**src/rtl/swi_debouncer.sv**
```systemverilog
// Switch input conditioner: each raw bit passes through a 2-flop synchronizer and a
// debounce counter, then drives a clean level plus one-cycle rise/fall strobes.
module swi_debouncer #(
  parameter int NBITS           = 8,
  parameter int DEBOUNCE_CYCLES = 4
) (
  input  logic             clk_2,
  input  logic             reset,
  input  logic [NBITS-1:0] SWI,
  output logic [NBITS-1:0] swi_stable,
  output logic [NBITS-1:0] swi_rise,
  output logic [NBITS-1:0] swi_fall,
  output logic             swi_change
);

  localparam int              CNT_W  = $clog2(DEBOUNCE_CYCLES + 1);
  localparam logic [CNT_W-1:0] CNT_TC = CNT_W'(DEBOUNCE_CYCLES - 1);

  logic [NBITS-1:0] sync1;
  logic [NBITS-1:0] sync2;
  logic [NBITS-1:0] stable_next;
  logic [CNT_W-1:0] cnt      [NBITS];
  logic [CNT_W-1:0] cnt_next [NBITS];

  // A bit flips only after DEBOUNCE_CYCLES consecutive disagreeing edges; any
  // agreement clears the count, so a glitch restarts from zero.
  always_comb begin
    stable_next = swi_stable;
    for (int i = 0; i < NBITS; i++) begin
      cnt_next[i] = '0;
      if (sync2[i] != swi_stable[i]) begin
        if (cnt[i] == CNT_TC) begin
          stable_next[i] = sync2[i];
        end else begin
          cnt_next[i] = cnt[i] + CNT_W'(1);
        end
      end
    end
  end

  always_ff @(posedge clk_2) begin
    if (reset) begin
      sync1      <= '0;
      sync2      <= '0;
      swi_stable <= '0;
      swi_rise   <= '0;
      swi_fall   <= '0;
      for (int i = 0; i < NBITS; i++) begin
        cnt[i] <= '0;
      end
    end else begin
      sync1      <= SWI;
      sync2      <= sync1;
      swi_stable <= stable_next;
      // Strobes are registered alongside the new level so they line up with it.
      swi_rise   <= stable_next & ~swi_stable;
      swi_fall   <= ~stable_next & swi_stable;
      for (int i = 0; i < NBITS; i++) begin
        cnt[i] <= cnt_next[i];
      end
    end
  end

  assign swi_change = |(swi_rise | swi_fall);

endmodule

```
**config.mk**
```make
export PLATFORM = sky130hd
export DESIGN_NAME = swi_debouncer
export DESIGN_NICKNAME = d
export VERILOG_FILES = /design/src/rtl/swi_debouncer.sv
export SDC_FILE = /design/constraint.sdc
export NUM_CORES = 1
export LEC_CHECK = 0
export CAP_MARGIN = 20
export CORE_ASPECT_RATIO = 1.25
export CORE_UTILIZATION = 45
export DETAILED_ROUTE_END_ITERATION = 8
export MAX_ROUTING_LAYER = met4
export PLACE_DENSITY = 0.69
export SYNTH_ARGS = -nofsm -noshare
export SYNTH_HDL_FRONTEND = slang
export SYNTH_SLANG_ARGS = --single-unit
export TNS_END_PERCENT = 100
```
**constraint.sdc**
```tcl
create_clock -name clk_2 -period 2.1 [get_ports clk_2]
set_input_delay 0.42 -clock clk_2 [delete_from_list [all_inputs] [get_ports clk_2]]
set_output_delay 0.42 -clock clk_2 [all_outputs]
set_load 0.01 [all_outputs]
```
======== After elaboration in Yosys (flattened, before gate mapping) ========
Memories as Yosys holds them, arrays and structs flattened.
Index checks and enable logic that the tools add are counted.
storage, ports and cells
  logic and storage cells ................. 87
  bits in latches ......................... 0
  memories kept ........................... 1
  input bits .............................. 10
  output and inout port bits .............. 25
  flip-flop bits (word level) ............. 40
  memory bits (read-only) ................. 0
  memory bits (writable) .................. 24
operators by class
  divide/modulo/power cells ............... 0
  multiplexer cells ....................... 43
  $mul .................................... 0
  magnitude comparators ................... 0
  shift-type cells ........................ 0
  eq/ne operators ......................... 16
  $add $sub $neg .......................... 8
  bitwise operators ....................... 13
  reductions and logical operators ........ 1
memories
  memory  depth  width  rd ports  clocked after memory_dff  wr ports  RTL line  RTL
  cnt     8      3      8         0                         8         22        logic [CNT_W-1:0] cnt [NBITS];
operator list
  cell                 number
  $mux 3               24
  $add 3x1->3 const B  8
  $eq 3x2->1 const B   8
  $mux 1               19
  $and 8x8->8          2
  $not 8->8            2
  $ne 1x1->1           8
  $or 1x1->1           8
  $or 8x8->8           1
  $reduce_or 8->1      1

======== Logic depth before layout (Yosys ltp) ========
Gate-level depths: netlist of run 1.
  word-level depth ........................ 5
  gate-level depth with buffers ........... 4
  depth with buffers taken out ............ 4

======== Least setup slack after synthesis of run 1 ========
Ideal clock, no wire load.
  kind .................................... register to output
  start point ............................. register swi_rise[5]
  end point ............................... output port swi_change
  setup slack ............................. 0.924 ns
  cell stages (with the launch flop) ...... 3
  arrival time ............................ 0.756 ns
  buffers on the path ..................... 0
  required time ........................... 1.680 ns
  cell sequence ........................... dfxtp_1 > nor4_1 > nand4_1
on the way
  longest elaborated chain between the ends .. 2
RTL lines
  element                 RTL line  RTL
  from (decl)             11        output logic [NBITS-1:0] swi_rise,
  from (signal assigned)  56        swi_rise <= stable_next & ~swi_stable;
  $or 8x8->8              64        assign swi_change = |(swi_rise | swi_fall);
  $reduce_or 8->1         64
  to (decl)               13        output logic swi_change
No other way between the ends.

======== Final worst setup path of run 1 ========
Same ends and word-level chain as after synthesis.

==> summary.md, run 1 <==
| Metric | Value |
|---|---|
| Setup_tns | 0 ns |
| TritonCTS Buffers | 9 |
| Clock root cell | clkbuf_8 |
| Sink Count | 64 |
| Core region area | ~4700 um2 |
| CTS tree | yes |
| Initial antenna violation count | 0 |
| Gate Count Post-Synth | 184 |
| Clk buf depth | 2 |
| Peak VDD IR | 0.000511 V |
| Synth area leader | dfxtp_1 |
| Worst slew pin tran | 0.674 ns |
| Crit path DAT | 1.62 ns |
| GR Util All Layers | ~16% |
| Wirelength per Cell | 11.8 um |
| Busiest layer in global routing | met2 |
| Worst hold path type | reg2reg |
| Post-synthesis cell type count | 16 |
| Most common cell in the synthesized netlist | dfxtp_1 |
| Async SR Flop Fraction | 0% |
| Ant. Diodes | 0 |
| Pwr Density | 863 nW/um2 |
| Post-synth EDFFs | 0 |
| Top post-synthesis cells by count | dfxtp_1, nor4_1, ha_1, nor2b_1, nor3_1 |
| Area fraction of the dominant cell type after synthesis | 57.6% |
| Syn. warnings | 0 |
| Worst Clk Skew | around 0.0086 ns |
| R2r endpoint | swi_fall[3] |
| Final Hold Vio Count | 0 |
| CTS H-tree depth | 3 |
| Initial Utilization | 47.0% |
| Synth Cell Area | about 2200 um2 |
| Hold buffer count at CTS | 0 |
| Vert. Die Dim | between 80 and 90 um |
| Post-DP HPWL | 2350 um |
| Buffers added on ports | 34 |
| I/O pin cnt | 35 |
| Critical Path End Type | output port |
| Via density | a little under 5 |
| Grt met2 use | 21.7% |
| Hold Path End | cnt[0][3] |
| # rows | 28 |
| Synth area leaders | dfxtp_1, ha_1, nor4b_2 |
| GRT met3 Usage | 5.26% |
| Reg2Reg Setup Slack | 0.86 ns |
| Final Cycle Share | between 90% and 100% |
| Hold-critical path depth | 1 |
| CP max stage delay | ~0.50 ns |
| CP max FO | 2 |
| Worst skew pair latency | 0.33 ns |
| Setup CP Type | reg2out |
| Width of the chip | about 65 um |
| Mapped Nets | 210 |
| M1 GR Usage | 18.0% |
| Fmax | between 400 and 500 MHz |
| WP buf/inv | 1 |
| # nets final | between 200 and 300 |
| Drt total wl | 3400 um |
| Largest net degree at the start of global routing | 35 |
| Startpoint types | flip-flop |
| Initial drt markers | 74 |
| Slowest cell on crit path | clkdlybuf4s50_1 |
| Antenna-violating nets left | 0 |
| Gp weighted congestion | 0.667 |
| Fillers | approximately 400 |
| Top FF cell, synth | dfxtp_1 |
| Total power | between 2000 and 2500 uW |
| Hold Startpoint | cnt[0][3] |
| Mean area per synthesized cell | 12.1 um2 |
| Max-cap violations | 0 |
| Worst reg-to-reg path cell count | 3 |
| Sequential Area | 1280 um2 |
| # setup viols final | 0 |
| Worst hold slack | about 0.43 ns |
| Status | finished, final reports clean |
| First-pass GRT wire length | 5710 um |
| Share of cells above drive strength 1 | between 10 and 15% |
| CP Cell Sequence | nor4_1 > nand4_1 > clkdlybuf4s50_1 |
| Die Area | ~5200 um2 |
| Area of the multi-input gates | 860 um2 |
| Worst EP required | approximately 1.7 ns |
| Synthesis-to-layout area growth | 26.9% |
| RSZ-0062 raised after global routing | no |
| Cell family with most CP delay | buffers and inverters |
| DRC | 0 |
| Drt pass-1 iters | 4 |
| Worst R2R Start | cnt[0][9] |
| Final Max Tran Viols | 0 |
| Flops & latches, synth | 64 |
| Via count | about 1400 |
| Final Critical Period | ~2.0 ns |
| Leak | a little over 0.001 uW |
| Grt total ovfl | 0 |
| Seq/Total Area, Yosys | 57.6% |
| Slew HR | 55.1% |
| Clock transition at path regs | about 0.06 ns |
| Vias in the first global route | 1279 |
-- per-layer routing --
layer  share of wire (%)  vias to the layer above
li1                    -                      730
met1                  46                      643
met2                  45                       39
met3                 6.2                       11
met4                 3.1                        0
met5                   0                        -
-- worst register-to-register path: stages (launching register included) --
cell	delay (ns)
dfxtp_1	0.33
ha_1	0.15
ha_1	0.25
nor4bb_1	0.39
-- cell families after synthesis --
logic type | synth area share [%]
adder cells (fa/ha/maj) | 9.00
multiplexers | 3.60
flip-flops | 57.6
XOR/XNOR | 3.15
buffers and inverters | 4.05
AND/OR/NAND/NOR | 22.6
-- report_power, final --
group          internal [uW]  leakage [uW]  total [uW]  switching, uW
registers               1230      0.000519        1240           9.58
logic                   34.3      0.000395        65.8           31.5
clock network            701      0.000108        1130            426
total                   1970       0.00102        2430            467
-- layout by cell type (no fill, tap or decap) --
| master | count |
|---|---|
| nor2b_1 | 16 |
| nor4_2 | 2 |
| nor4b_2 | 8 |
| mux2i_1 | 8 |
| nor3_1 | 12 |
| nand4_1 | 1 |
| dfxtp_1 | 64 |
| buf_12 | 1 |
| clkbuf_1 | 3 |
| buf_4 | 1 |
| nand2_1 | 4 |
| bufinv_16 | 2 |
| xnor2_1 | 8 |
| nor2_1 | 8 |
| inv_1 | 8 |
| clkbuf_8 | 10 |
| nor4bb_1 | 4 |
| clkinv_2 | 1 |
| nor4_1 | 18 |
| ha_1 | 16 |
| buf_2 | 1 |
| clkdlybuf4s50_1 | 33 |
-- metrics by stage --
step / worst slack (ns) / instances / area (um2) / util, %
after floorplan: 0.924 / 184 / 2220 / -
after global placement: 0.395 / 273 / 2600 / 55.0
after detailed placement: 0.385 / 273 / 2600 / 55.0
after CTS: 0.0262 / 289 / 2820 / 59.6
after global routing: 0.0116 / 289 / 2820 / 59.7
final: 0.0568 / 289 / 2820 / 59.7
-- worst max path at each step --
stage	start	endpoint	slack, ns	cells after the start
2_1_floorplan	swi_rise[5]	swi_change	0.92	2
3_3_place_gp	swi_fall[0]	swi_change	0.40	3
3_5_place_dp	swi_rise[5]	swi_change	0.38	3
4_1_cts	swi_rise[5]	swi_change	0.03	3
5_1_grt	swi_fall[6]	swi_change	0.01	3
6_report	swi_rise[5]	swi_change	0.06	3
-- sequential cells by signal, summed over array words and instances (netlist names) --
signal and flops:
sync2 8, cnt 24, sync1 8, swi_stable 8, swi_rise 8, swi_fall 8
-- final cells by class --
class	count	area share (%)
inverters	8	1.06
clock buffers	13	5.27
clock inverters	3	2.30
well taps	60	2.66
multi-input cells	105	30.5
flip-flops and latches	64	45.4
repair buffers	36	12.9
-- repair_timing --
action                     CTS  global route
resized for setup            0             1
setup endpoints to repair    0             1
setup buffers                0             0
No activity file was read; power rests on OpenSTA's default activity.
==> run 2: changes to the inputs <==
--- a/config.mk
+++ b/config.mk
@@ -9,8 +9,9 @@
 export CORE_ASPECT_RATIO = 1.25
 export CORE_UTILIZATION = 45
 export DETAILED_ROUTE_END_ITERATION = 8
+export DONT_BUFFER_PORTS = 1
 export MAX_ROUTING_LAYER = met4
-export PLACE_DENSITY = 0.69
+export SKIP_CTS_REPAIR_TIMING = 1
 export SYNTH_ARGS = -nofsm -noshare
 export SYNTH_HDL_FRONTEND = slang
 export SYNTH_SLANG_ARGS = --single-unit
==> summary.md, run 2 (synthesized netlist as in run 1, its figures left out) <==
| Metric | Value |
|---|---|
| DRC | 0 (unchanged) |
| TritonCTS Buffers | 9 (unchanged) |
| Setup CP Type | reg2out |
| # setup viols final | 0 (unchanged) |
| GR Util All Layers | 15.3% (-0.25 points) |
| Drt pass-1 iters | 4 (unchanged) |
| Buffers added on ports | 0 (-100%) |
| Worst R2R Start | cnt[1][6] |
| Critical Path End Type | output port |
| Area of the multi-input gates | 853 um2 (-0.73%) |
| CTS tree | yes |
| Top reg by flops | cnt |
| Clk buf depth | 2 (unchanged) |
| Hold-critical path depth | 1 (unchanged) |
| Grt total ovfl | 0 (unchanged) |
| Pwr Density | 984 nW/um2 (+14%) |
| CP max stage delay | 0.56 ns (+0.06 ns) |
| CP Cell Sequence | nor4_1 > nand4_1 |
| R2r endpoint | swi_rise[6] |
| Startpoint types | flip-flop |
| RSZ-0062 raised after global routing | no |
| Hold Startpoint | reset |
| Worst hold path type | in2reg |
| Worst EP required | 1.68 ns (about the same) |
| Slack of the critical path | 0.182 ns (+0.125 ns) |
| Via density | 5.17 (+5.0%) |
| Vert. Die Dim | 80.6 um (unchanged) |
| Worst skew pair latency | 0.33 ns (about the same) |
| Initial antenna violation count | 0 (unchanged) |
| Status | finished, final reports clean |
| Clock transition at path regs | 0.07 ns (about the same) |
| Cell count after placement | 237 (-13%) |
| Final Cycle Share | 91.3% (-6.0 points) |
| Leak | 0.000891 uW (-13%) |
| Commonest non-fill, non-tap cell in the layout | dfxtp_1 |
| Vias in the first global route | 1311 (+2.5%) |
| Via count | 1303 (-8.4%) |
| Final Max Tran Viols | 0 (unchanged) |
| Peak VDD IR | 0.000739 V (+45%) |
| Max-cap violations | 0 (unchanged) |
| Final Hold Vio Count | 0 (unchanged) |
| Wirelength per Cell | 13.3 um (+13%) |
| Core region area | 4730 um2 (unchanged) |
| Crit path DAT | 1.50 ns (-0.12 ns) |
| # rows | 28 (unchanged) |
| Pre-CTS setup slack | 0.569 ns (+0.185 ns) |
| CTS H-tree depth | 3 (unchanged) |
| Ant. Diodes | 0 (unchanged) |
| Most frequent cells in the layout | dfxtp_1, nor4_1, nor2b_1, ha_1, nor3_1 |
| Gp weighted congestion | 0.701 (+5.2%) |
| Drt total wl | 3360 um (-1.2%) |
| Largest net degree at the start of global routing | 65 (+86%) |
| First-pass GRT wire length | 5610 um (-1.8%) |
| Sequential Area | 1280 um2 (unchanged) |
| Total power | 2420 uW (-0.59%) |
| Max reg flops | 24 (unchanged) |
| Initial drt markers | 73 (-1.4%) |
| Initial Utilization | 47.0% (unchanged) |
| Fmax | 521 MHz (+6.5%) |
| CP max FO | 2 (unchanged) |
| Worst Clk Skew | 0.00618 ns (-0.00242 ns) |
| Setup_tns | 0 ns (unchanged) |
| Die Area | 5230 um2 (unchanged) |
| Slowest cell on crit path | nor4_1 |
| # nets final | 214 (-14%) |
| Sink Count | 64 (unchanged) |
| Reg2Reg Setup Slack | 0.86 ns (about the same) |
| Antenna-violating nets left | 0 (unchanged) |
| Share of cells above drive strength 1 | 12.0% (+0.63 points) |
| Width of the chip | 64.9 um (unchanged) |
| I/O pin cnt | 35 (unchanged) |
| Post-DP HPWL | 2370 um (+0.92%) |
| Synthesis-to-layout area growth | 10.6% |
| Finished Layout Cells | 252 (-13%) |
| Final Critical Period | 1.92 ns (-0.125 ns) |
| Worst slew pin tran | 0.591 ns (-0.0823 ns) |
| Hold Path End | swi_stable[0] |
| Fillers | 433 (+9.1%) |
| Clock root cell | clkbuf_8 |
| Worst Setup SP | swi_rise[5] |
| Slew HR | 60.2% (+5.1 points) |
| Worst reg-to-reg path cell count | 4 (+1) |
run 2: changes by cell type in the layout (fill, tap and decap cells not counted), sizes merged:
cell	before	now
clkbuf	13	12
buf	3	0
clkdlybuf4s50	33	0
run 2: layout make-up:
class / instances / share of cell area, %
sequential: 64 / 52.1
multi-input combinational: 105 / 34.7
clock buffer: 12 / 6.31
tap: 60 / 3.05
clock inverter: 3 / 2.64
inverter: 8 / 1.22
run 2: through the flow:
step	hold WS, ns	instance area (um2)	util [%]
CTS	0.141	2460	52.0
floorplan	0.406	2220	-
global placement	0.411	2240	47.4
global route	0.141	2460	52.0
finish	0.155	2460	52.0
detailed placement	0.420	2240	47.4
run 2: worst max path at each step:
stage | endpoint | slack (ns) | cells past startpoint
after detailed placement | swi_change | 0.57 | 2
final | swi_change | 0.18 | 2
after floorplan | swi_change | 0.92 | 2
after global routing | swi_change | 0.20 | 2
after CTS | swi_change | 0.21 | 2
after global placement | swi_change | 0.61 | 2
run 2: metal layers:
| metal | vias to the layer above | part of all wire (%) | GRT usage [%] |
|---|---|---|---|
| li1 | 655 | - | - |
| met1 | 601 | 44 | 15.8 |
| met2 | 38 | 47 | 24.2 |
| met3 | 9 | 6.7 | 6.39 |
| met4 | 0 | 2.5 | 9.33 |
| met5 | - | 0 | - |
run 2: worst max-delay path: cells and delay by family (launching register included):
family / cells / cell delay (ns)
DFF: 1 / 0.34
and+or+nand+nor: 2 / 0.83
run 2: power breakdown:
group	leakage [uW]	total, uW	switching (uW)	internal, uW
clock	0.000112	1150	425	725
combinational	0.000259	27.3	10.4	16.9
sequential	0.000519	1240	9.68	1230
total	0.000891	2420	445	1980
